File: config.mk
export PLATFORM = sky130hd
export DESIGN_NAME = gates_reduce_stream
export DESIGN_NICKNAME = d
export VERILOG_FILES = /design/src/rtl/gates_pkg.sv /design/src/rtl/gates_reduce_word.sv /design/src/rtl/gates_reduce_stream.sv
export SDC_FILE = /design/constraint.sdc
export NUM_CORES = 1
export LEC_CHECK = 0
export ABC_AREA = 1
export CAP_MARGIN = 30
export CELL_PAD_IN_SITES_DETAIL_PLACEMENT = 1
export CELL_PAD_IN_SITES_GLOBAL_PLACEMENT = 1
export CORE_MARGIN = 4
export CORE_UTILIZATION = 30
export CTS_CLUSTER_DIAMETER = 60
export CTS_CLUSTER_SIZE = 8
export DETAILED_ROUTE_END_ITERATION = 8
export PLACE_DENSITY_LB_ADDON = 0.1
export SETUP_SLACK_MARGIN = 0.4
export SYNTH_ARGS = -nofsm -noshare
export SYNTH_HDL_FRONTEND = slang
export SYNTH_SLANG_ARGS = --single-unit
File: constraint.sdc
create_clock -name clk -period 1.9 [get_ports clk]
set_input_delay 0.285 -clock clk [delete_from_list [all_inputs] [get_ports clk]]
set_output_delay 0.285 -clock clk [all_outputs]
set_load 0.02 [all_outputs]
File: src/rtl/gates_pkg.sv
// gates_pkg -- shared definitions for the gates_reduce_stream slice.
//   state_t      : packet FSM states (ACCUM collects beats, HOLD presents a result)
//   ACC_*_INIT   : identity values the AND/OR/XOR accumulators reload with
package gates_pkg;

    typedef enum logic {
        ACCUM = 1'b0,
        HOLD  = 1'b1
    } state_t;

    localparam logic ACC_AND_INIT = 1'b1;
    localparam logic ACC_OR_INIT  = 1'b0;
    localparam logic ACC_XOR_INIT = 1'b0;

endpackage

File: src/rtl/gates_reduce_word.sv
// gates_reduce_word -- combinational AND/OR/XOR reduction of one data word.
// Ports:
//   in_      : input  [WIDTH-1:0] data word
//   out_and  : output AND of all bits
//   out_or   : output OR of all bits
//   out_xor  : output XOR (parity) of all bits
module gates_reduce_word #(
    parameter int WIDTH = 4
) (
    input  logic [WIDTH-1:0] in_,
    output logic             out_and,
    output logic             out_or,
    output logic             out_xor
);

    always_comb begin
        out_and = &in_;
        out_or  = |in_;
        out_xor = ^in_;
    end

endmodule

File: src/rtl/gates_reduce_stream.sv
// gates_reduce_stream -- reduces every bit of every beat of a packet to a
// single AND, OR and XOR result, presented through a valid/ready handshake.
// Optional beat counter compiled in with macro GATES_REDUCE_COUNT_EN.
// Ports:
//   clk        : input  clock, rising edge
//   rst        : input  synchronous active-high reset
//   in_        : input  [WIDTH-1:0] data beat
//   in_valid   : input  beat valid
//   in_last    : input  beat closes the packet
//   in_ready   : output block accepts a beat (ACCUM state, not in reset)
//   out_valid  : output result registers hold a finished packet result
//   out_ready  : input  consumer takes the result
//   out_and/out_or/out_xor : output packet reductions
//   out_beats  : output [CNT_W-1:0] beats in packet (GATES_REDUCE_COUNT_EN only)
module gates_reduce_stream
    import gates_pkg::*;
#(
    parameter int WIDTH = 4,
    parameter int CNT_W = 8
) (
    input  logic             clk,
    input  logic             rst,
    input  logic [WIDTH-1:0] in_,
    input  logic             in_valid,
    input  logic             in_last,
    output logic             in_ready,
    output logic             out_valid,
    input  logic             out_ready,
    output logic             out_and,
    output logic             out_or,
    output logic             out_xor
`ifdef GATES_REDUCE_COUNT_EN
    ,
    output logic [CNT_W-1:0] out_beats
`endif
);

    state_t state;
    state_t state_next;

    logic acc_and;
    logic acc_or;
    logic acc_xor;

    logic word_and;
    logic word_or;
    logic word_xor;

    logic accept;
    logic capture;

    gates_reduce_word #(
        .WIDTH(WIDTH)
    ) u_word (
        .in_    (in_),
        .out_and(word_and),
        .out_or (word_or),
        .out_xor(word_xor)
    );

    // Handshake flags are masked by rst so they read 0 throughout reset,
    // including the reset cycle before the state register has cleared.
    always_comb begin
        in_ready  = !rst && (state == ACCUM);
        out_valid = !rst && (state == HOLD);
        accept    = in_valid && in_ready;
        capture   = accept && in_last;
    end

    always_comb begin
        state_next = state;
        case (state)
            ACCUM:   if (capture)   state_next = HOLD;
            HOLD:    if (out_ready) state_next = ACCUM;
            default: state_next = ACCUM;
        endcase
    end

    always_ff @(posedge clk) begin
        if (rst) begin
            state   <= ACCUM;
            acc_and <= ACC_AND_INIT;
            acc_or  <= ACC_OR_INIT;
            acc_xor <= ACC_XOR_INIT;
            out_and <= 1'b0;
            out_or  <= 1'b0;
            out_xor <= 1'b0;
        end else begin
            state <= state_next;
            if (accept) begin
                if (in_last) begin
                    // Result includes the closing beat; accumulators restart.
                    out_and <= acc_and & word_and;
                    out_or  <= acc_or  | word_or;
                    out_xor <= acc_xor ^ word_xor;
                    acc_and <= ACC_AND_INIT;
                    acc_or  <= ACC_OR_INIT;
                    acc_xor <= ACC_XOR_INIT;
                end else begin
                    acc_and <= acc_and & word_and;
                    acc_or  <= acc_or  | word_or;
                    acc_xor <= acc_xor ^ word_xor;
                end
            end
        end
    end

`ifdef GATES_REDUCE_COUNT_EN
    logic [CNT_W-1:0] cnt;
    logic [CNT_W-1:0] cnt_inc;

    // Saturating increment: holds at all-ones.
    always_comb begin
        cnt_inc = (cnt == '1) ? cnt : cnt + 1'b1;
    end

    always_ff @(posedge clk) begin
        if (rst) begin
            cnt       <= '0;
            out_beats <= '0;
        end else if (accept) begin
            if (in_last) begin
                out_beats <= cnt_inc;
                cnt       <= '0;
            end else begin
                cnt <= cnt_inc;
            end
        end
    end
`endif

endmodule
# Word level (Yosys, flattened, before mapping)

Index checks and enable logic that the tools add are counted.

Bits in registers: 7
Logic and storage cells: 26
Bits of input ports: 9

Reduce and logical (&&, ||, !) cells: 9
Bitwise gates (word level): 4
Multiplexer cells: 6

Operators with widths:

| operator            | count |
|---|---|
| $mux W1             | 5 |
| $logic_and A1 B1 Y1 | 4 |
| $reduce_and A4 Y1   | 1 |
| $reduce_or A4 Y1    | 1 |
| $reduce_xor A4 Y1   | 1 |
| $pmux W1 S2         | 1 |
| $reduce_and A2 Y1   | 1 |
| $and A1 B1 Y1       | 1 |
| $logic_not A1 Y1    | 1 |
| $not A1 Y1          | 1 |
| $or A1 B1 Y1        | 1 |
| $xor A1 B1 Y1       | 1 |

# Depth between registers and ports, before layout

Gate-level depths: netlist of the first run.

Depth after elaboration: 6
Depth in mapped cells: 8
Depth with buffers taken out: 8

# By module

Synthesis of the first run repeated with hierarchy kept, for this count alone.

Cell total of the unflattened synthesis: 63
Area, all modules: 422.9 µm²

Modules (own cells, without submodules):

| module              | area each (µm²) | cells each | instances | sequential area each (µm²) |
|---|---|---|---|---|
| gates_reduce_stream | 327.8           | 47         | 1         | 140.1 |
| gates_reduce_word   | 95.1            | 16         | 1         | 0.0 |

# Least setup slack after synthesis of the first run

No wires, ideal clock.

Path type: input to register
Start point: in in_[0]
End point: reg acc_xor
Setup time: 0.109 ns
Data required time: 1.791 ns
Path buffers: 0
Stages: 8
Arrival time: 0.948 ns
Setup slack: 0.844 ns
Cells stage by stage: inv_1 ha_1 inv_1 nand2_1 nand3_1 nand3_1 nand2_1 inv_1

Longest elaborated chain between the ends: 3

Ends and longest elaborated chain:

| element              | RTL line                   | text |
|---|---|---|
| start, declared      | gates_reduce_stream.sv:23  | `input logic [WIDTH-1:0] in_,` |
| $reduce_xor A4 Y1    | gates_reduce_word.sv:19    | `out_xor = ^in_;` |
| $xor A1 B1 Y1        | gates_reduce_stream.sv:102 | `acc_xor <= acc_xor ^ word_xor;` |
| $mux W1              | gates_reduce_stream.sv:91  | `if (in_last) begin` |
| end signal, assigned | gates_reduce_stream.sv:102 |  |
| end, declared        | gates_reduce_stream.sv:43  | `logic acc_xor;` |

No other way between the ends.
A chain may end at the register's enable or synchronous reset.

# Final worst setup path of the first run

Start point: reg out_and
End point: out out_and

RTL lines:

| element                | RTL line                  | text |
|---|---|---|
| start, declared        | gates_reduce_stream.sv:29 | `output logic out_and,` |
| start signal, assigned | gates_reduce_stream.sv:93 | `out_and <= acc_and & word_and;` |

No word-level cell between the ends.

==> summary.md, run 1 <==
| Metric | Value |
|---|---|
| Status | finished, final reports clean |
| Max-Cap Viols | 0 |
| Crit path required time | 1.62 ns |
| Setup Crit Path Kind | reg -> out |
| Antenna fix cells | 0 |
| Critical path arrival | 1.17 ns |
| Fraction of the cycle the final worst path needs | 76.8% |
| # rows | 13 |
| Syn Nets | between 70 and 80 |
| Top cells by area, synth | dfxtp_1, nand2_1, inv_1 |
| VDD IR max | between 0.0004 and 0.0005 V |
| WP buf/inv | 1 |
| Worst slack, placed | 0.0921 ns |
| PortBufs | 13 |
| Primary FF master, synth | dfxtp_1 |
| Synth top area share | 33.3% |
| CTS tree | yes |
| Count leader, synth | nand2_1 |
| Area Overhead vs Synth | 42.3% |
| I/O Pins | 14 |
| Max-slew violations | 0 |
| FMAX | 686 MHz |
| PwrDens | 654 nW/um^2 |
| Syn Area/Cell | 6.47 um^2 |
| DIE AREA | just over 2000 um^2 |
| Final Hold Viols | 0 |
| Syn Inst Count | 65 |
| Vias in the first global route | about 390 |
| H-tree Lvls | 1 |
| # Post-CTS Setup Buffers | 0 |
| Clk_skew | approximately 0.004 ns |
| Clock Tree Buf Depth | 2 |
| CP Cell Sequence | clkdlybuf4s50_1 |
| WL per Instance | 9.00 um |
| First-pass GRT wire length | 1500 um |
| Root Driver | clkbuf_4 |
| GRT overflow | 0 |
| Warnings from Yosys | 0 |
| Final setup margin | 0.441 ns |
| Nets | 97 |
| EDFF count, synth | 0 |
| Worst Path Max Fanout | 2 |
| Starting Density | around a third |
| Routed wire length | 882 um |
| Yosys cell types | 12 |
| CP delay by family, top | buffers and inverters |
| Static Leak | ~0.38 nW |
| Fin Setup TNS | 0 ns |
| Setup-failing EPs final | 0 |
| Design area | 598 um^2 |
| Seq/Total Area, Yosys | 33.3% |
| First DRT Iteration DRCs | 0 |
| Via count | 406 |
| Storage element area | 140 um^2 |
| Netlist Area Pre-Place | roughly 420 um^2 |
| Slowest-stage cell, CP | clkdlybuf4s50_1 |
| Largest net degree at the start of global routing | 6 |
| WHS | 0.441 ns |
| Vias/cell | 4.14 |
| Clock latency at the later pin of the worst-skew pair | about 0.25 ns |
| RSZ-0062 raised after global routing | no |
| Hold WC Path Type | reg -> reg |
| Worst Setup Start Kind | register |
| Flops & latches, synth | 7 |
| Slew headroom | 84.9% |
| Antenna-violating nets left | 0 |
| Fraction of registers with async set/reset | 0% |
| Initial antenna violation count | 0 |
| Post-placement cell area | 577 um^2 |
| Worst-margin pin slew | 0.227 ns |
| Share of layout cells above drive strength 1 | 14.5% |
| Yosys top cell by area | dfxtp_1 |
| Fillers | 178 |
| Clock Sink Count | 7 |
| Max incr delay on CP | 0.60 ns |
| Post-DP HPWL | about 760 um |
| Clock slew at reported path FFs | 0.05 ns |
| Die Wd | between 40 and 50 um |
| Worst setup EP type | output port |
| Drt drc | 0 |
| Commonest cells post-synth | nand2_1, inv_1, dfxtp_1 |
| Die Ht | 45.4 um |
| Area of the multi-input gates | 213 um^2 |
| Period minus WS final | 1.46 ns |
| Router iterations before antenna repair | 1 |
| Tot GR Track Use | about a tenth |
| Routability cong. | ~0.65 |
| Inserted Clock Buffers | 3 |
| Core area | approximately 1300 um^2 |
## what timing repair did
action | in CTS | in global routing
gates resized for setup | 4 | 4
endpoints found under the setup margin | 2 | 4
hold buffers | 0 | 0
endpoints found under the hold margin | 0 | 0
## kinds of logic (layout without fill, tap and decap cells)
logic type / Yosys count / count (layout) / share of synthesized area, %
AO/OA/AOI/OAI: 2 / 2 / 2.98
buffers and inverters: 18 / 36 / 16.1
flip-flops: 7 / 7 / 33.3
adder cells (fa/ha/maj): 4 / 4 / 11.9
AND/OR/NAND/NOR: 34 / 34 / 35.7
## metrics by stage
step / power [mW] / instances / utilization [%]
after global routing: 0.423 / 98 / 45.4
after global placement: 0.263 / 94 / 43.8
after floorplan: 0.220 / 65 / -
after CTS: 0.403 / 98 / 45.8
final: 0.391 / 98 / 45.4
after detailed placement: 0.265 / 94 / 43.8
## per-layer routing
metal	global-route usage (%)	vias up	part of all wire, %	wire, um
met5	0	-	0	0
met3	5.93	0	5.4	48
met1	12.4	177	46	408
met2	16.2	6	48	425
met4	3.51	0	0	0
li1	-	223	-	-
## final timing paths
path | from | to | slack, ns | cells past startpoint
max | out_and$_SDFFE_PP0P_ | out_and | 0.44 | 1
min | out_or$_SDFFE_PP0P_ | out_or$_SDFFE_PP0P_ | 0.44 | 2
max reg2reg | state$_SDFF_PP0_ | out_xor$_SDFFE_PP0P_ | 0.91 | 7
min reg2reg | out_or$_SDFFE_PP0P_ | out_or$_SDFFE_PP0P_ | 0.44 | 2
## cells in the final DEF, fill, tap and decap left out
master	Yosys	final
nand2_1	25	25
inv_1	16	16
clkdlybuf4s50_1	0	9
dfxtp_1	7	7
ha_1	4	4
nand3_1	3	3
clkbuf_4	0	3
nor2_1	2	2
nand2_2	2	2
inv_2	2	2
dlymetal6s2s_1	0	2
clkbuf_2	0	2
nor2_4	1	1
nand3_2	1	1
o21ai_1	1	1
o31ai_1	1	1
clkbuf_1	0	1
buf_4	0	1
## flip-flops by register name, summed over array words and instances (netlist names)
register	count
acc_and	1
state	1
out_or	1
acc_xor	1
out_and	1
out_xor	1
acc_or	1
## power breakdown
part           internal (mW)  switching, mW
Sequential             0.158        0.00596
Combinational         0.0443         0.0492
Clock                 0.0801         0.0539
Total                  0.282          0.109
## layout make-up
type	instances	share of cell area [%]
clock buffer	4	4.39
inverter	18	11.3
multi-input combinational	40	35.6
sequential	7	23.4
tap	15	3.14
timing repair buffer	14	22.2
Power figures use the tool's default switching activity.
==> inputs of run 2 (changes only) <==
- CORE_UTILIZATION: 30 -> 25
- clock period: 1.9 -> 1.3 ns (I/O delays scaled with it)
==> summary.md, run 2 (synthesis gave the netlist of run 1 again) <==
| Metric | Value |
|---|---|
| Routed wire length | between 1000 and 1500 um |
| PwrDens | 836 nW/um^2 |
| Fin Setup TNS | 0 ns |
| Vias/cell | around 4.3 |
| I/O Pins | 14 |
| Clock slew at reported path FFs | around 0.060 ns |
| Commonest cells after routing, fill and taps aside | nand2_1, inv_2, buf_4 |
| Root Driver | clkbuf_4 |
| Final Hold Viols | 0 |
| Share of layout cells above drive strength 1 | 56.5% |
| PortBufs | 13 |
| Slew headroom | 87.2% |
| First-pass GRT wire length | between 1500 and 2000 um |
| Clock latency at the later pin of the worst-skew pair | 0.25 ns |
| GRT overflow | 0 |
| Fraction of the cycle the final worst path needs | 82.1% |
| Drt drc | 0 |
| Critical path startpoint | state$_SDFF_PP0_ |
| Max-Cap Viols | 0 |
| Crit path required time | 1.11 ns |
| Area Overhead vs Synth | 85.1% |
| Setup-failing EPs final | 0 |
| First DRT Iteration DRCs | 2 |
| Largest net degree at the start of global routing | 6 |
| Worst setup EP type | output port |
| Clock Tree Buf Depth | 2 |
| Fillers | 194 |
| Area of the multi-input gates | 304 um^2 |
| Worst-margin pin slew | 0.191 ns |
| Antenna-violating nets left | 0 |
| Worst Path Max Fanout | 2 |
| Worst Setup Start Kind | register |
| DIE AREA | 2400 um^2 |
| Antenna fix cells | 0 |
| Via count | 468 |
| Post-DP HPWL | 795 um |
| Hold WC Path Type | reg -> reg |
| Die Wd | 49.0 um |
| Nets | 106 |
| # rows | 14 |
| H-tree Lvls | 1 |
| CTS tree | yes |
| FMAX | 937 MHz |
| Initial antenna violation count | 0 |
| Tot GR Track Use | 9.32% |
| Static Leak | 0.423 nW |
| Inserted Clock Buffers | 3 |
| Design area | 778 um^2 |
| WL per Instance | 9.81 um |
| Status | finished, final reports clean |
| Period minus WS final | 1.07 ns |
| Startpoint of the worst register-to-register path | state$_SDFF_PP0_ |
| Vias in the first global route | 430 |
| Max-slew violations | 0 |
| Critical path arrival | between 0.8 and 0.9 ns |
| Most common cell after layout, fill and taps aside | nand2_1 |
| Router iterations before antenna repair | 3 |
| Starting Density | 27.3% |
| Core area | 1540 um^2 |
| Storage element area | roughly 150 um^2 |
| RSZ-0062 raised after global routing | yes |
| Die Ht | 49.0 um |
| Clock Sink Count | 7 |
| Setup Crit Path Kind | reg -> out |
| Clk_skew | between 0.007 and 0.008 ns |
| Post-placement cell area | approximately 640 um^2 |
| Hold_sp | acc_and$_SDFFE_PP1P_ |
| VDD IR max | 0.000469 V |
| Routability cong. | 0.675 |
[run 2: cell types whose count changed in the layout (fill, tap and decap cells not counted), sizes merged]
cell	delta
clkdlybuf4s15	+2
buf	+14
clkbuf	-1
dlymetal6s2s	-2
clkdlybuf4s50	-6
dlygate4sd2	+2
[run 2: repair_timing]
item / in CTS / in global routing
pin swaps: 2 / 2
gates resized for setup: 49 / 20
setup endpoints to repair: 12 / 12
hold endpoints to repair: 0 / 0
gates cloned: 0 / 0
hold buffers: 0 / 0
buffers inserted: 1 / 3
[run 2: layout make-up]
type	instances	area share [%]
multi-input cells	40	39.1
repair buffers	23	26.7
flip-flops and latches	7	18.6
inverters	18	9.65
clock buffers	4	3.38
well taps	16	2.57
[run 2: power breakdown]
part,internal (mW),total [mW],leakage (nW),switching (mW)
logic,0.102,0.208,0.349,0.106
registers,0.232,0.243,0.0592,0.0108
clock network,0.117,0.199,0.0150,0.0816
total,0.452,0.650,0.423,0.198
[run 2: worst paths after layout]
| path | end | slack [ns] | cells past startpoint |
|---|---|---|---|
| worst min register to register | acc_and$_SDFFE_PP1P_ | 0.45 | 2 |
| worst max register to register | out_or$_SDFFE_PP0P_ | 0.29 | 7 |
| worst max-delay path | out_valid | 0.23 | 3 |
| worst min-delay path | acc_and$_SDFFE_PP1P_ | 0.45 | 2 |
[run 2: worst max-delay path: stages (launching register included)]
cell and delay [ns]:
dfxtp_2 0.36, inv_2 0.05, nor2_2 0.07, buf_4 0.14
[run 2: through the flow]
stage / power [mW] / std cells / hold slack (ns) / utilization [%] / worst slack [ns]
CTS: 0.631 / 105 / 0.453 / 45.9 / 0.207
finish: 0.650 / 108 / 0.448 / 50.5 / 0.233
detailed placement: 0.409 / 100 / 0.439 / 41.6 / -0.321
floorplan: 0.330 / 65 / 0.288 / - / 0.372
global placement: 0.405 / 100 / 0.429 / 41.6 / -0.294
global route: 0.707 / 108 / 0.480 / 50.5 / 0.184
[run 2: per-layer routing]
| metal | GRT usage, % | routed length, um | up-vias |
|---|---|---|---|
| met5 | 0 | 0 | - |
| met4 | 2.69 | 0 | 0 |
| met3 | 5.81 | 75 | 0 |
| met2 | 14.8 | 547 | 12 |
| met1 | 10.2 | 438 | 212 |
| li1 | - | - | 244 |
